$ cat src/rtl/core_sequencer.sv
// Multi-cycle fetch/decode/execute sequencer. It handshakes with the instruction and data memories,
// gates the IR, PC and register-file writes, and keeps sticky fault flags plus a retired-instruction count.
module core_sequencer #(
    parameter int MEM_TIMEOUT = 255,
    parameter int TO_W        = 8
) (
    input  logic        clk,
    input  logic        reset,
    input  logic        run,
    input  logic [6:0]  opcode,
    input  logic        mem_read,
    input  logic        mem_write,
    input  logic        reg_write_dec,
    input  logic        imem_ready,
    input  logic        dmem_ready,
    output logic        imem_req,
    output logic        dmem_req,
    output logic        dmem_we,
    output logic        ir_we,
    output logic        pc_we,
    output logic        reg_write,
    output logic        retired,
    output logic [31:0] instr_count,
    output logic [2:0]  state_out,
    output logic        bus_error,
    output logic        illegal_instr
);

    localparam logic [2:0] S_IDLE      = 3'd0;
    localparam logic [2:0] S_FETCH     = 3'd1;
    localparam logic [2:0] S_DECODE    = 3'd2;
    localparam logic [2:0] S_EXECUTE   = 3'd3;
    localparam logic [2:0] S_MEMORY    = 3'd4;
    localparam logic [2:0] S_WRITEBACK = 3'd5;
    localparam logic [2:0] S_ERROR     = 3'd6;

    localparam logic [TO_W-1:0] TO_LAST = TO_W'(MEM_TIMEOUT - 1);

    logic [2:0]      r_state;
    logic [2:0]      w_state_next;
    logic [TO_W-1:0] r_wait_cnt;
    logic [31:0]     r_instr_count;
    logic            r_bus_error;
    logic            r_illegal_instr;
    logic            w_opcode_legal;
    logic            w_wait_cycle;
    logic            w_wait_expired;
    logic            w_after_retire;

    always_comb begin
        w_opcode_legal = 1'b0;
        case (opcode)
            7'b0110011, 7'b0010011, 7'b0000011, 7'b0100011, 7'b1100011,
            7'b1101111, 7'b1100111, 7'b0110111, 7'b0010111: w_opcode_legal = 1'b1;
            default: w_opcode_legal = 1'b0;
        endcase
    end

    // A request cycle that did not get its ready; the last permitted one times out.
    assign w_wait_cycle   = ((r_state == S_FETCH) && !imem_ready) ||
                            ((r_state == S_MEMORY) && !dmem_ready);
    assign w_wait_expired = (MEM_TIMEOUT != 0) && (r_wait_cnt == TO_LAST);
    assign w_after_retire = run;

    always_ff @(posedge clk or posedge reset) begin
        if (reset) begin
            r_state <= S_IDLE;
        end else begin
            r_state <= w_state_next;
        end
    end

    always_comb begin
        w_state_next = r_state;
        case (r_state)
            S_IDLE:      if (run) w_state_next = S_FETCH;
            S_FETCH: begin
                if (imem_ready)          w_state_next = S_DECODE;
                else if (w_wait_expired) w_state_next = S_ERROR;
            end
            S_DECODE:    w_state_next = w_opcode_legal ? S_EXECUTE : S_ERROR;
            S_EXECUTE: begin
                if (mem_read || mem_write) w_state_next = S_MEMORY;
                else if (reg_write_dec)    w_state_next = S_WRITEBACK;
                else                       w_state_next = w_after_retire ? S_FETCH : S_IDLE;
            end
            S_MEMORY: begin
                if (dmem_ready) begin
                    if (mem_read) w_state_next = S_WRITEBACK;
                    else          w_state_next = w_after_retire ? S_FETCH : S_IDLE;
                end else if (w_wait_expired) begin
                    w_state_next = S_ERROR;
                end
            end
            S_WRITEBACK: w_state_next = w_after_retire ? S_FETCH : S_IDLE;
            S_ERROR:     w_state_next = S_ERROR;
            default:     w_state_next = S_ERROR;
        endcase
    end

    always_comb begin
        imem_req  = 1'b0;
        ir_we     = 1'b0;
        dmem_req  = 1'b0;
        dmem_we   = 1'b0;
        pc_we     = 1'b0;
        reg_write = 1'b0;
        retired   = 1'b0;
        case (r_state)
            S_FETCH: begin
                imem_req = 1'b1;
                ir_we    = imem_ready;
            end
            S_EXECUTE: begin
                if (!mem_read && !mem_write && !reg_write_dec) begin
                    pc_we   = 1'b1;
                    retired = 1'b1;
                end
            end
            S_MEMORY: begin
                dmem_req = 1'b1;
                dmem_we  = mem_write;
                if (dmem_ready && !mem_read) begin
                    pc_we   = 1'b1;
                    retired = 1'b1;
                end
            end
            S_WRITEBACK: begin
                reg_write = 1'b1;
                pc_we     = 1'b1;
                retired   = 1'b1;
            end
            default: ;
        endcase
    end

    always_ff @(posedge clk or posedge reset) begin
        if (reset) begin
            r_wait_cnt      <= '0;
            r_instr_count   <= '0;
            r_bus_error     <= 1'b0;
            r_illegal_instr <= 1'b0;
        end else begin
            if ((w_state_next != r_state) &&
                ((w_state_next == S_FETCH) || (w_state_next == S_MEMORY))) begin
                r_wait_cnt <= '0;
            end else if (w_wait_cycle) begin
                r_wait_cnt <= r_wait_cnt + 1'b1;
            end
            if (w_wait_cycle && w_wait_expired) r_bus_error <= 1'b1;
            if ((r_state == S_DECODE) && !w_opcode_legal) r_illegal_instr <= 1'b1;
            if (retired) r_instr_count <= r_instr_count + 32'd1;
        end
    end

    assign instr_count   = r_instr_count;
    assign state_out     = r_state;
    assign bus_error     = r_bus_error;
    assign illegal_instr = r_illegal_instr;

endmodule
$ cat config.mk
export PLATFORM = sky130hd
export DESIGN_NAME = core_sequencer
export DESIGN_NICKNAME = d
export VERILOG_FILES = /design/src/rtl/core_sequencer.sv
export SDC_FILE = /design/constraint.sdc
export NUM_CORES = 1
export LEC_CHECK = 0
export BUFFER_PORTS_ARGS = -buffer_cell sky130_fd_sc_hd__buf_2
export CORE_ASPECT_RATIO = 0.5
export CORE_MARGIN = 4
export CORE_UTILIZATION = 48
export DETAILED_ROUTE_END_ITERATION = 8
export PLACE_DENSITY = 0.78
export SLEW_MARGIN = 20
export SYNTH_ARGS = -nofsm -noshare
export SYNTH_HDL_FRONTEND = slang
export SYNTH_SLANG_ARGS = --single-unit
$ cat constraint.sdc
create_clock -name clk -period 1.7 [get_ports clk]
set_input_delay 0.17 -clock clk [delete_from_list [all_inputs] [get_ports clk]]
set_output_delay 0.17 -clock clk [all_outputs]
set_load 0.05 [all_outputs]
==> impl_metrics.tcl <==
set metrics [dict create \
    cpMaxStageDelayCell "dfrtp_2" \
    final_cell_mix "51 x buf_2, 48 x buf_4, 31 x dfrtp_1, 20 x nand2_1, 17 x xor2_1" \
    grt_pass1_wl_um 11330 \
    gp_congestion 0.8471 \
    area.growth.synth_to_final_pct 58.64 \
    finalClockSkew_ns 0.01065 \
    async_reset_ff_frac 1.000 \
    hp-start "opcode[0]" \
    via_per_inst 5.476 \
    grt_pass1_vias 2364 \
    filler_cell_count 259 \
    cp_cell_sequence "and2b_1 -> nand3_2 -> buf_4 -> buf_6 -> a211oi_4 -> buf_12 -> buf_4 -> buf_4 -> nand3_2 -> xnor2_1" \
    clk_path_buf_depth 2 \
    cp_common_cell "buf_4" \
    dieArea_um2 6226 \
    firstDrtPassIters 5 \
    fp.dieW_um 107.7 \
    final_nets 375 \
    period_share 1.156 \
    core_um2 4594 \
    final_cells 424 \
    io_buffer_count 58 \
    numCtsBuffers 5 \
    post-dp-hpwl_um 4507 \
    critPathBufInv 5 \
    fmax_mhz 508.7 \
    hold_path_end "state_out[0]" \
    p_leak_uw 0.001815 \
    ff2ff_path_depth 10 \
    wl_um 7542 \
    cts_tree "built" \
    netlist_instances 241 \
    die_h_um 57.83 \
    num_io_pins 59 \
    max_stage_delay_ns 0.44 \
    drtIter0Drc 131 \
    start_kind "flop" \
    gr-total-overflow 0 \
    p_int_uw 2505 \
    synth-edff-count 0 \
    holdCritPathClass "input pin to flop" \
    start_util 0.5188 \
    synthesis.area_um2 2384 \
    holdWs_ns 0.1663 \
    min_period_ns 1.966 \
    cts_root_buf "clkbuf_8" \
    slew_headroom 0.6496 \
    layout-drive-gt1-share 0.5559 \
    status "finished with violations" \
    yosysUniqueCellTypes 46 \
    p_seq_frac 0.297 \
    r2r_slack_ns -0.27 \
    finalSetupViolations 40 \
    violations "setup timing" \
    num_antenna_cells 0 \
    cp-end-kind "flop" \
    pwr-share-clk 0.147 \
    std_cell_rows 17 \
    synth-seq-cells 45 \
    clk_latency_ns 0.31 \
    slew_violations 0 \
    r2r-end "instr_count[28]" \
    tns_ns -7.656 \
    place_inst 404 \
    drc 0 \
    hold_viol_final 0 \
    vdd_drop_max_mv 0.9407 \
    final_common_cell "buf_2" \
    clkTransAtPathRegs_ns 0.09 \
    yosys_warnings 0 \
    cp.arrival_ns 2.16 \
    cp.required_ns 1.89 \
    ys_seq_area_frac 0.4724 \
    switching_share 0.4509 \
    hold_depth 3 \
    cts_htree_levels 2 \
    antenna_found_initial 0 \
    setup_ws_ns -0.2658 \
    grt.total_usage 0.2300 \
    ant_nets 0 \
    grt_start_max_net_pins 26 \
    routedWlPerCell_um 17.79 \
    p_sw_uw 2057 \
    rsz0062_at_grt "yes" \
    cts_sinks 45 \
    worstPathMaxFanout 7 \
    synth_area_per_cell_um2 9.890 \
    crit_type "flop to flop" \
    worst_slew_pin_slew_ns 0.5124 \
    critPathTopFamily "buffers and inverters" \
    ys.flop_type "dfrtp_1" \
    powerDensity_nw_per_um2 1206 \
    combPwrFrac 0.556 \
    synthesis.nets 259 \
    r2r-start "state_out[2]" \
    cap_violations 0 \
    num_vias 2322 \
]
## cells by family after synthesis
group	count (synthesis)	synth area share
DFF	45	0.4724
AOI/OAI and AO/OA	26	0.08505
and+or+nand+nor	110	0.2514
adders and majority gates	3	0.01575
muxes	1	0.004724
xor gates and xnor gates	36	0.1323
buffers and inverters	20	0.03831
## timing repair
action	CTS	global route
endpoints found under the setup margin	39	42
hold buffers	1	0
endpoints found under the hold margin	45	0
buffers inserted	3	8
pin swaps	11	8
resized for setup	35	21
## through the flow
stage                       util  power [uW]  worst slack [ns]  instance area, um^2
after floorplan                -        2757           -0.3584                 2690
after global placement    0.7339        3358           -0.2548                 3372
after detailed placement  0.7339        3413           -0.2632                 3372
after CTS                 0.7887        4320           -0.2168                 3623
after global routing      0.8230        4745           -0.3494                 3781
final                     0.8230        4561           -0.2658                 3781
## power by group through the flow
stage	Combinational [uW]	Clock, uW	Sequential, uW
after floorplan	1070	0	1690
after global placement	2020	0	1340
after detailed placement	2060	0	1350
after CTS	2320	660	1340
after global routing	2650	724	1370
final	2540	672	1350
## worst max path at each step
stage / start / to / depth (start not counted)
finish: state_out[2] / instr_count[28] / 10
global route: state_out[2] / instr_count[31] / 6
CTS: state_out[2] / instr_count[13] / 6
detailed placement: r_wait_cnt[0] / r_wait_cnt[1] / 8
global placement: r_wait_cnt[0] / r_wait_cnt[1] / 8
floorplan: state_out[1] / r_wait_cnt[1] / 5
## synth_stat cells, types with 2 or more instances
library cell | n | share of area
o21ai_0 | 5 | 0.010
and3_1 | 4 | 0.010
xor2_1 | 17 | 0.062
clkbuf_1 | 4 | 0.0063
buf_4 | 2 | 0.0063
xnor2_1 | 19 | 0.070
dfrtp_1 | 45 | 0.47
inv_1 | 12 | 0.019
o21ai_1 | 2 | 0.0042
nor3b_1 | 2 | 0.0063
nand2_1 | 24 | 0.038
nor3_1 | 14 | 0.029
nor4_1 | 5 | 0.013
or3_1 | 2 | 0.0052
a2111oi_0 | 2 | 0.0074
nor2b_1 | 3 | 0.0079
nor2_1 | 15 | 0.024
a211oi_1 | 4 | 0.013
nand3_1 | 15 | 0.031
a21oi_1 | 2 | 0.0042
nand4_1 | 11 | 0.029
nor4_2 | 4 | 0.021
nand2b_1 | 3 | 0.0079
ha_1 | 3 | 0.016
## registers in the layout, indices dropped and copies added (netlist names)
| signal | count |
|---|---|
| illegal_instr | 1 |
| state_out | 3 |
| instr_count | 32 |
| r_wait_cnt | 8 |
| bus_error | 1 |
## layer usage
layer  vias to the layer above  GRT usage  part of all wire
met2                        80     0.4081              0.52
met4                         0    0.07914            0.0098
li1                       1079          -                 -
met3                        13    0.04894             0.056
met5                         -          0                 0
met1                      1150     0.2828              0.42
## worst min-delay path, stage by stage
cell and delay [ns]:
buf_2 0.09, nand4_1 0.07, o21ai_0 0.10
## layout make-up
| class | instances | area, um^2 | area share |
|---|---|---|---|
| repair buffers | 117 | 867.1 | 0.2293 |
| clock inverters | 1 | 5.005 | 0.001324 |
| flip-flops and latches | 45 | 1146 | 0.3031 |
| multi-input cells | 176 | 1555 | 0.4113 |
| well taps | 66 | 82.58 | 0.02184 |
| clock buffers | 7 | 76.32 | 0.02019 |
| inverters | 12 | 48.80 | 0.01291 |
No activity file was read; power rests on OpenSTA's default activity.
